[src/rtl/dm_sba_axil_adapter_pkg.sv]
// Shared debug-module definitions used by the SBA-to-AXI4-Lite adapter.
// Holds the AXI response encodings and a helper that classifies them.
package dm_sba_axil_adapter_pkg;

  localparam logic [1:0] RespOkay   = 2'b00;
  localparam logic [1:0] RespExOkay = 2'b01;
  localparam logic [1:0] RespSlvErr = 2'b10;
  localparam logic [1:0] RespDecErr = 2'b11;

  function automatic logic resp_is_err(input logic [1:0] resp);
    return (resp == RespSlvErr) || (resp == RespDecErr);
  endfunction

endpackage

[src/rtl/dm_sba_axil_adapter.sv]
// Bridges the debug module's single-outstanding SBA req/gnt/r_valid port onto an
// AXI4-Lite master, with a watchdog that aborts transactions the fabric never answers.
module dm_sba_axil_adapter
  import dm_sba_axil_adapter_pkg::*;
#(
  parameter int unsigned BusWidth      = 32,
  parameter int unsigned TimeoutCycles = 1024
) (
  input  logic                  clk_i,
  input  logic                  rst_i,
  input  logic                  dmactive_i,
  input  logic                  req_i,
  input  logic [BusWidth-1:0]   add_i,
  input  logic                  we_i,
  input  logic [BusWidth-1:0]   wdata_i,
  input  logic [BusWidth/8-1:0] be_i,
  output logic                  gnt_o,
  output logic                  r_valid_o,
  output logic [BusWidth-1:0]   r_rdata_o,
  output logic                  r_err_o,
  output logic                  timeout_o,
  output logic                  aw_valid_o,
  output logic [BusWidth-1:0]   aw_addr_o,
  input  logic                  aw_ready_i,
  output logic                  w_valid_o,
  output logic [BusWidth-1:0]   w_data_o,
  output logic [BusWidth/8-1:0] w_strb_o,
  input  logic                  w_ready_i,
  input  logic                  b_valid_i,
  input  logic [1:0]            b_resp_i,
  output logic                  b_ready_o,
  output logic                  ar_valid_o,
  output logic [BusWidth-1:0]   ar_addr_o,
  input  logic                  ar_ready_i,
  input  logic                  r_valid_i,
  input  logic [BusWidth-1:0]   r_data_i,
  input  logic [1:0]            r_resp_i,
  output logic                  r_ready_o
);

  typedef enum logic [2:0] {
    StIdle, StReadAddr, StReadResp, StWriteReq, StWriteResp, StAbort
  } state_e;

  localparam int unsigned StrbW   = BusWidth / 8;
  localparam int unsigned CntW    = (TimeoutCycles > 0) ? $clog2(TimeoutCycles + 1) : 1;
  localparam int unsigned FireVal = (TimeoutCycles > 0) ? TimeoutCycles - 1 : 0;
  // The counter is compared before it increments, so firing at FireVal means
  // the cycle in which it reaches TimeoutCycles.
  localparam logic [CntW-1:0] CntFire = CntW'(FireVal);

  state_e              state_q, state_d;
  logic                we_q;
  logic [BusWidth-1:0] addr_q, wdata_q, r_rdata_q;
  logic [StrbW-1:0]    be_q;
  logic                ar_valid_q, aw_valid_q, w_valid_q, b_ready_q, r_ready_q;
  logic                r_valid_q, r_err_q, timeout_q;
  logic [CntW-1:0]     cnt_q;

  logic grant, busy, ar_hs, b_hs, r_hs, resp_hs, fire, deliver, abort_fire;
  logic aw_done, w_done;

  always_comb begin
    busy    = (state_q == StReadAddr) || (state_q == StReadResp) ||
              (state_q == StWriteReq) || (state_q == StWriteResp);
    // Holding off grant while the response pulse is out keeps r_valid_o out of grant cycles.
    grant   = (state_q == StIdle) && req_i && dmactive_i && !r_valid_q;
    ar_hs   = ar_valid_q && ar_ready_i;
    b_hs    = b_ready_q && b_valid_i;
    r_hs    = r_ready_q && r_valid_i;
    aw_done = !aw_valid_q || aw_ready_i;
    w_done  = !w_valid_q || w_ready_i;
    resp_hs = ((state_q == StReadResp) && r_hs) || ((state_q == StWriteResp) && b_hs);
    fire    = (TimeoutCycles != 0) && busy && (cnt_q == CntFire) && !resp_hs;

    state_d = state_q;
    case (state_q)
      StIdle:      if (grant) state_d = we_i ? StWriteReq : StReadAddr;
      StReadAddr:  if (ar_hs) state_d = StReadResp;
      StReadResp:  if (r_hs) state_d = StIdle;
      StWriteReq:  if (aw_done && w_done) state_d = StWriteResp;
      StWriteResp: if (b_hs) state_d = StIdle;
      StAbort:     if (we_q ? b_hs : r_hs) state_d = StIdle;
      default:     state_d = StIdle;
    endcase
    // A response landing this cycle wins over both watchdog and deactivation.
    if (busy && !resp_hs && (!dmactive_i || fire)) state_d = StAbort;

    deliver    = resp_hs && dmactive_i;
    abort_fire = fire && dmactive_i;
  end

  always_ff @(posedge clk_i or posedge rst_i) begin
    if (rst_i) begin
      state_q    <= StIdle;
      we_q       <= 1'b0;
      addr_q     <= '0;
      wdata_q    <= '0;
      be_q       <= '0;
      ar_valid_q <= 1'b0;
      aw_valid_q <= 1'b0;
      w_valid_q  <= 1'b0;
      b_ready_q  <= 1'b0;
      r_ready_q  <= 1'b0;
      r_valid_q  <= 1'b0;
      r_err_q    <= 1'b0;
      r_rdata_q  <= '0;
      timeout_q  <= 1'b0;
      cnt_q      <= '0;
    end else begin
      state_q <= state_d;
      if (grant) begin
        we_q       <= we_i;
        addr_q     <= add_i;
        wdata_q    <= wdata_i;
        be_q       <= be_i;
        ar_valid_q <= !we_i;
        aw_valid_q <= we_i;
        w_valid_q  <= we_i;
        cnt_q      <= '0;
      end else begin
        // Valids drop only on their own handshake, in Abort as well.
        ar_valid_q <= ar_valid_q && !ar_ready_i;
        aw_valid_q <= aw_valid_q && !aw_ready_i;
        w_valid_q  <= w_valid_q && !w_ready_i;
        if (busy && (cnt_q != {CntW{1'b1}})) cnt_q <= cnt_q + CntW'(1);
      end
      r_ready_q <= (state_d == StReadResp) || ((state_d == StAbort) && !we_q);
      b_ready_q <= (state_d == StWriteResp) || ((state_d == StAbort) && we_q);
      r_valid_q <= deliver || abort_fire;
      r_err_q   <= abort_fire || (deliver && resp_is_err(we_q ? b_resp_i : r_resp_i));
      r_rdata_q <= (deliver && !we_q && !resp_is_err(r_resp_i)) ? r_data_i : '0;
      if (!dmactive_i)     timeout_q <= 1'b0;
      else if (abort_fire) timeout_q <= 1'b1;
    end
  end

  assign gnt_o      = grant;
  assign r_valid_o  = r_valid_q;
  assign r_rdata_o  = r_rdata_q;
  assign r_err_o    = r_err_q;
  assign timeout_o  = timeout_q;
  assign aw_valid_o = aw_valid_q;
  assign aw_addr_o  = addr_q;
  assign w_valid_o  = w_valid_q;
  assign w_data_o   = wdata_q;
  assign w_strb_o   = be_q;
  assign b_ready_o  = b_ready_q;
  assign ar_valid_o = ar_valid_q;
  assign ar_addr_o  = addr_q;
  assign r_ready_o  = r_ready_q;

endmodule
[config.mk]
export PLATFORM = sky130hd
export DESIGN_NAME = dm_sba_axil_adapter
export DESIGN_NICKNAME = d
export VERILOG_FILES = /design/src/rtl/dm_sba_axil_adapter_pkg.sv /design/src/rtl/dm_sba_axil_adapter.sv
export SDC_FILE = /design/constraint.sdc
export NUM_CORES = 1
export LEC_CHECK = 0
export CAP_MARGIN = 10
export CORE_ASPECT_RATIO = 0.6
export CORE_MARGIN = 2
export CORE_UTILIZATION = 35
export CTS_CLUSTER_DIAMETER = 40
export DETAILED_ROUTE_END_ITERATION = 10
export GPL_TIMING_DRIVEN = 1
export HOLD_SLACK_MARGIN = 0.15
export PLACE_DENSITY = 0.72
export RECOVER_POWER = 50
export SYNTH_ARGS = -nofsm -noshare
export SYNTH_HDL_FRONTEND = slang
export SYNTH_SLANG_ARGS = --single-unit
export TNS_END_PERCENT = 50
[constraint.sdc]
create_clock -name clk_i -period 6.2 [get_ports clk_i]
set_clock_uncertainty 0.15 [all_clocks]
set_input_delay 1.24 -clock clk_i [delete_from_list [all_inputs] [get_ports clk_i]]
set_output_delay 1.24 -clock clk_i [all_outputs]
set_load 0.005 [all_outputs]
# Yosys cells after proc, flatten, opt, wreduce, memory -nomap -nowiden
# Index checks and enable logic that the tools add are counted.
[op_classes] eq_ne=15 n_addsub=1 n_reduce_logical=50 n_mux=19
[ops] op="two-way mux 32 bit" n=1
[ops] op="logical AND 1 bit" n=24
[ops] op="two-way mux 11 bit" n=2
[ops] op="two-way mux 3 bit" n=7
[ops] op="case mux 3 bit (6 select lines)" n=1
[ops] op="logical OR 1 bit" n=13
[ops] op="== test 3 bit (second input constant)" n=4
[ops] op="adder 11 x 1 -> 11 bit (second input constant)" n=1
[ops] op="== test 11 x 10 -> 1 bit (second input constant)" n=1
[ops] op="logical NOT 1 bit" n=11
[ops] op="inequality test 11 bit (second input constant)" n=1
[ops] op="== test 3 x 2 -> 1 bit (second input constant)" n=3
[ops] op="== test 2 bit (second input constant)" n=4
[ops] op="two-way mux 1 bit" n=6
[ops] op="two-way mux 2 bit" n=2
[ops] op="== test 3 x 1 -> 1 bit (second input constant)" n=1
[ops] op="logical NOT 3 bit" n=1
[ops] op="inequality test 2 x 1 -> 1 bit (second input constant)" n=1
[ops] op="nonzero test 2 bit" n=1
[totals] register_bits=123 wordCells=100 in_bits=114 out_inout_bits=141

# Depth between registers and ports, before layout
# Gate-level depths: netlist of the first run.
[depth] ltp_word=12 depth_mapped=8 ltp_nobuf=6

# Least setup slack after synthesis of the first run
# No wires, ideal clock.
[synth_path] kind="input to output" start="input req_i" end="output gnt_o" slack_ps=2838 cell_stages=4 required_ps=4810 path_buffers=1 arrival_ps=1972 cell_sequence="nor4bb_1 nand2_1 inv_2 clkbuf_1"
[synth_via] elab_chain_cells=3
[synth_lines] element="from (decl)" line="dm_sba_axil_adapter.sv:12" source="input logic req_i,"
[synth_lines] element="logical AND 1 bit (3 in series)" line="dm_sba_axil_adapter.sv:67" source="grant = (state_q == StIdle) && req_i && dmactive_i && !r_valid_q;"
[synth_lines] element="to (decl)" line="dm_sba_axil_adapter.sv:17" source="output logic gnt_o,"
# No other way between the ends.

==> results of run 1 <==
worst min-delay path: cells and delay by family, from the launching register on:
family	cells	cell delay (ps)
and+or+nand+nor	2	100
DFF	1	330
layout by cell type, fill, tap and decap left out, drive strengths merged, types with 3 or more instances in the layout:
master         instances
nand2                212
dlygate4sd3          112
xnor2                  8
nand4                  5
clkbuf                19
nor3                   5
dfrtp                123
bufinv                 4
nand3                  7
nor2                  14
inv                   10
clkdlybuf4s50        140
and2                  35
clkinvlp               5
buf                    3
o21ai                  6
routing by layer:
metal / vias up / global-route usage / part of all wire
met3: 18 / 0.0866 / 0.099
met2: 183 / 0.295 / 0.46
met1: 2046 / 0.231 / 0.43
li1: 2041 / - / -
met4: 0 / 0.0517 / 0.012
met5: - / 0 / 0
registers in the layout, summed over array words and instances, names as in the netlist:
register    flops
ar_addr_o      32
r_rdata_o      32
w_data_o       32
cnt_q          11
w_strb_o        4
state_q         3
ar_valid_o      1
aw_valid_o      1
b_ready_o       1
r_err_o         1
r_ready_o       1
r_valid_o       1
timeout_o       1
w_valid_o       1
we_q            1
worst min-delay path by stage:
stage          cells after the start                startpoint                        to
4_1_cts                            2  w_data_o[20]$_DFFE_PP0N_  w_data_o[20]$_DFFE_PP0N_
2_1_floorplan                      2   w_data_o[0]$_DFFE_PP0N_   w_data_o[0]$_DFFE_PP0N_
5_1_grt                            2  w_data_o[21]$_DFFE_PP0N_  w_data_o[21]$_DFFE_PP0N_
6_report                           2  w_data_o[20]$_DFFE_PP0N_  w_data_o[20]$_DFFE_PP0N_
3_3_place_gp                       2  w_data_o[14]$_DFFE_PP0N_  w_data_o[14]$_DFFE_PP0N_
3_5_place_dp                       2   w_data_o[4]$_DFFE_PP0N_   w_data_o[4]$_DFFE_PP0N_
final cells by class:
class	instances	area, um2
inverter	8	31.3
multi-input combinational	331	1610
timing repair buffer	255	2540
sequential	123	3080
clock buffer	19	443
tap	192	240
fill	1194	5740
clock inverter	13	190
stage by stage:
step	worst slack (ps)	cell area [um2]	hold WS, ps
2_1_floorplan	1540	5050	320
3_3_place_gp	2030	7510	308
3_5_place_dp	2020	7510	312
4_1_cts	2010	8140	327
5_1_grt	1370	8140	337
6_report	1990	8140	315
cell families after synthesis:
logic type	count (synthesis)	synth area share
compound gates	23	0.0366
xor+xnor	9	0.0171
fa+ha+maj	1	0.00248
buf+inv	62	0.0723
flops	123	0.609
mux	2	0.00396
simple gates	296	0.258
power by group through the flow:
stage	Combinational, mW	Sequential (mW)	Clock (mW)
2_1_floorplan	0.567	1.26	0
3_3_place_gp	1.22	1.27	0
3_5_place_dp	1.25	1.29	0
4_1_cts	1.25	1.28	1.08
5_1_grt	1.28	1.31	1.12
6_report	1.15	1.27	1.05
==> summary.md, run 1 <==
| Metric | Value |
|---|---|
| Family with the most delay on the worst path | `buffers and inverters` |
| 1st-iter DRT viols | `284` |
| Clock transition at path regs | `60 ps` |
| Register area share after synthesis | `0.609` |
| H-tree lvl count | `4` |
| Vias per inst | `4.56` |
| CP max stage delay | `1960 ps` |
| Startpoint types | `primary input` |
| Most numerous cell in the Yosys netlist | `nand2_1` |
| Area added between synthesis and finish | `61.0%` |
| Critical Path AT | `4550 ps` |
| Post-Layout Cell Count | `941` |
| Worst setup EP type | `async pin` |
| Post-cts gate resize count | `0` |
| Number of flops mapped to enable cells by yosys | `0` |
| Number of global-route vias before repair | `4493` |
| Initial core utilization | `0.364` |
| PwrDens | `426 nW/um2` |
| Critical Path RT | `6550 ps` |
| Worst-Skew Late Latency | `400 ps` |
| Max Root-Sink Buffers | `2` |
| Clk root buf | `clkbuf_16` |
| First-pass detailed-route iteration total | `5` |
| Fin util | `0.586` |
| Leak Pwr | `3.98 nW` |
| Number of inserted diodes | `0` |
| Final total power | `3.47 mW` |
| Worst min path class | `flip-flop to flip-flop` |
| Die span in x | `159 um` |
| Routability congestion estimate | `0.860` |
| Top post-synthesis cells by area | `dfrtp_1 61%, nand2_1 16%, buf_4 4.9%, and2_1 4.3%, xnor2_1 1.2%` |
| Switching Share | `0.301` |
| Routed Antenna Nets | `0` |
| DR WL/cell | `14.7 um` |
| Worst r2r src | `state_q[0]$_DFF_PP0_` |
| Top cells by count, synth | `212 x nand2_1, 123 x dfrtp_1, 35 x and2_1, 33 x buf_4, 13 x clkbuf_1` |
| Crit. path cell count | `3` |
| Setup CP Type | `primary input to async pin` |
| All-layer global routing usage | `0.187` |
| Syn Area/Cell | `9.79 um2` |
| Endpoints failing setup | `0` |
| Max_cap viols | `1` |
| Total number of yosys warnings | `0` |
| RSZ-0062 raised after global routing | `no` |
| IO Port Bufs | `252` |
| Number of remaining DRC errors | `0` |
| Tcrit/Tclk final | `0.679` |
| Buffers & Inverters on Critical Path | `3` |
| Post-Synthesis Cells | `516` |
| Reg2Reg Capture Point | `r_ready_o$_DFF_PP0_` |
| CP max-delay cell | `clkinvlp_2` |
| Tmin final | `4210 ps` |
| Worst slew pin tran | `3470 ps` |
| First-pass GRT wire length | `22900 um` |
| Crit-path max FO | `80` |
| Via Count | `4288` |
| Die height | `97.1 um` |
| Seq pwr share | `0.365` |
| CTS tree | `yes` |
| Top FF cell, synth | `dfrtp_1` |
| Sw Pwr | `1.04 mW` |
| Largest net degree at the start of global routing | `82` |
| Core box area | `13900 um2` |
| Worst R2R Setup Slack | `3590 ps` |
| Layout cell share with drive strength beyond 1 | `0.0587` |
| Std-Cell Rows | `33` |
| Placed cells | `909` |
| Post-CTS Setup Bufs | `0` |
| Outcome | `finished with violations` |
| CTS buffer count | `17` |
| Area leader, netlist | `dfrtp_1` |
| Share of the synthesized area in the top cell type | `0.609` |
| DP Wirelength | `10000 um` |
| Max Clk Rate | `0.238 GHz` |
| Async set or reset register ratio after synthesis | `1.00` |
| Post-Syn Area | `5050 um2` |
| Critical Path Start | `rst_i` |
| Reg2Reg Depth | `7` |
| Final nets | `851` |
| Slew Limit Fails | `81` |
| Post-Synthesis Net Count | `631` |
| GR Overflow Total | `0` |
| Synth unique cells | `51` |
| Worst ir drop on vdd | `185 uV` |
| Final hold vios | `0` |
| Crit-path cells | `dlygate4sd3_1 -> clkinvlp_2 -> buf_4` |
| Clock power share | `0.303` |
| Failing checks | `max-capacitance violations, max-slew violations` |
| # IOs | `255` |
| Routed WL | `13900 um` |
| Initial antenna violation count | `0` |
| Slew headroom | `-1.32` |
| Clk sinks | `123` |
| Post-route setup TNS | `0 ps` |
| Die area | `15400 um2` |
| Crit path to | `r_rdata_o[1]$_DFF_PP0_` |
| Post-synthesis sequential element count | `123` |
| Combinational power share | `0.332` |
| Internal power | `2.42 mW` |
| Hold_buf cts | `0` |
Note: power is estimated with default switching activity, not from simulation.
==> run 2: changes to the inputs <==
clock period = 3.9 ns   (was 6.2 ns; I/O delays follow)
==> summary.md, run 2 (synthesis results as in run 1) <==
| Metric | Value |
|---|---|
| Outcome | `finished with violations (unchanged)` |
| Failing checks | `max-capacitance violations, max-slew violations (unchanged)` |
| Final nets | `852 (was 851)` |
| Initial antenna violation count | `1 (was 0)` |
| IO Port Bufs | `252 (unchanged)` |
| Number of remaining DRC errors | `0 (unchanged)` |
| Initial core utilization | `0.364 (unchanged)` |
| CTS tree | `yes (unchanged)` |
| Post-Layout Cell Count | `941 (unchanged)` |
| Vias per inst | `4.53 (was 4.56)` |
| Clock transition at path regs | `50 ps (was 60 ps)` |
| Layout cell share with drive strength beyond 1 | `0.0574 (was 0.0587)` |
| Max Root-Sink Buffers | `2 (unchanged)` |
| Worst-Skew Late Latency | `400 ps (about the same)` |
| Combinational power share | `0.348 (was 0.332)` |
| Worst ir drop on vdd | `342 uV (was 185 uV)` |
| Seq pwr share | `0.367 (was 0.365)` |
| Slew headroom | `-0.0216 (was -1.32)` |
| Startpoint types | `primary input (unchanged)` |
| DP Wirelength | `10000 um (about the same)` |
| All-layer global routing usage | `0.186 (was 0.187)` |
| Worst slew pin tran | `1530 ps (was 3470 ps)` |
| Crit-path max FO | `5 (was 80)` |
| Placed cells | `910 (was 909)` |
| Endpoints failing setup | `0 (unchanged)` |
| Worst setup EP type | `primary output (was async pin)` |
| Most frequent cells in the layout | `211 x nand2_1, 185 x clkdlybuf4s50_1, 123 x dfrtp_1, 67 x dlygate4sd3_1, 34 x and2_1 (was 211 x nand2_1, 140 x clkdlybuf4s50_1, 123 x dfrtp_1, 112 x dlygate4sd3_1, 35 x and2_1)` |
| Reg2Reg Depth | `7 (unchanged)` |
| PwrDens | `680 nW/um2 (was 426 nW/um2)` |
| DR WL/cell | `14.9 um (was 14.7 um)` |
| Hold_buf cts | `0 (unchanged)` |
| Post-route setup TNS | `0 ps (unchanged)` |
| Largest net degree at the start of global routing | `82 (unchanged)` |
| Worst min path class | `flip-flop to flip-flop (unchanged)` |
| Critical Path AT | `2330 ps (was 4550 ps)` |
| Tcrit/Tclk final | `0.836` |
| First-pass GRT wire length | `22900 um (about the same)` |
| Clk sinks | `123 (unchanged)` |
| Max Clk Rate | `0.307 GHz` |
| Min-Delay Path Depth | `2 (unchanged)` |
| Max_cap viols | `1 (unchanged)` |
| Die height | `97.1 um (unchanged)` |
| Via Count | `4264 (was 4288)` |
| Tmin final | `3260 ps` |
| Switching Share | `0.300 (was 0.301)` |
| Core box area | `13900 um2 (unchanged)` |
| Slew Limit Fails | `64 (was 81)` |
| Std-Cell Rows | `33 (unchanged)` |
| Clock power share | `0.285 (was 0.303)` |
| H-tree lvl count | `4 (unchanged)` |
| Sw Pwr | `1.65 mW (was 1.04 mW)` |
| Routed Antenna Nets | `0 (unchanged)` |
| Die span in x | `159 um (unchanged)` |
| Area added between synthesis and finish | `60.3% (was 61.0%)` |
| Fin util | `0.584 (was 0.586)` |
| 1st-iter DRT viols | `231 (was 284)` |
| Final hold vios | `0 (unchanged)` |
| Commonest non-fill, non-tap cell in the layout | `nand2_1 (unchanged)` |
| Routability congestion estimate | `0.888 (was 0.860)` |
| Critical Path RT | `2970 ps (was 6550 ps)` |
| Final total power | `5.51 mW (was 3.47 mW)` |
| Number of global-route vias before repair | `4360 (was 4493)` |
| Die area | `15400 um2 (unchanged)` |
| Clk root buf | `clkbuf_16 (unchanged)` |
| Routed WL | `14000 um (was 13900 um)` |
| Setup CP Type | `primary input to primary output (was primary input to async pin)` |
| RSZ-0062 raised after global routing | `no (unchanged)` |
| # IOs | `255 (unchanged)` |
| Number of inserted diodes | `0 (unchanged)` |
| Internal power | `3.86 mW (was 2.42 mW)` |
| Min Hold Slack | `316 ps (was 315 ps)` |
| Post-cts gate resize count | `0 (unchanged)` |
| GR Overflow Total | `0 (unchanged)` |
| Post-CTS Setup Bufs | `0 (unchanged)` |
| CTS buffer count | `17 (unchanged)` |
| Leak Pwr | `3.92 nW (was 3.98 nW)` |
| First-pass detailed-route iteration total | `4 (was 5)` |
run 2: worst max-delay path, cell delays in order:
cell,delay [ps]
clkdlybuf4s50_1,580
nor4bb_1,290
nand2_2,100
inv_2,70
clkdlybuf4s50_1,510
run 2: final cells by class:
class / instances / area, um2
clock buffer: 20 / 447
multi-input combinational: 331 / 1610
timing repair buffer: 256 / 2550
inverter: 8 / 33.8
sequential: 123 / 3080
fill: 1194 / 5770
clock inverter: 11 / 146
tap: 192 / 240
run 2: routing by layer:
metal / global-route usage / part of all wire / up-vias
met2: 0.296 / 0.46 / 188
met3: 0.0845 / 0.10 / 13
met1: 0.229 / 0.43 / 2022
li1: - / - / 2039
met5: 0 / 0.00093 / -
met4: 0.0545 / 0.0093 / 2
run 2: through the flow:
stage,worst slack (ps),instance area (um2)
6_report,638,8100
5_1_grt,547,8100
4_1_cts,612,8110
3_5_place_dp,504,7520
3_3_place_gp,582,7520
2_1_floorplan,1460,5060
run 2: power by group through the flow:
stage / Clock [mW] / Sequential [mW] / Combinational (mW)
after floorplan: 0 / 2.01 / 0.901
after global placement: 0 / 2.02 / 1.95
after detailed placement: 0 / 2.04 / 1.99
after CTS: 1.62 / 2.03 / 2.00
after global routing: 1.69 / 2.09 / 2.10
final: 1.57 / 2.02 / 1.92
run 2: worst paths after layout:
path,from,end,slack (ps)
worst min-delay path,w_strb_o[0]$_DFFE_PP0N_,w_strb_o[0]$_DFFE_PP0N_,320
max in group asynchronous,rst_i,r_rdata_o[23]$_DFF_PP0_,1410
worst max register to register,state_q[0]$_DFF_PP0_,r_ready_o$_DFF_PP0_,1310
worst min register to register,w_strb_o[0]$_DFFE_PP0N_,w_strb_o[0]$_DFFE_PP0N_,320
worst max-delay path,dmactive_i,gnt_o,640
min in group asynchronous,rst_i,w_data_o[28]$_DFFE_PP0N_,1230
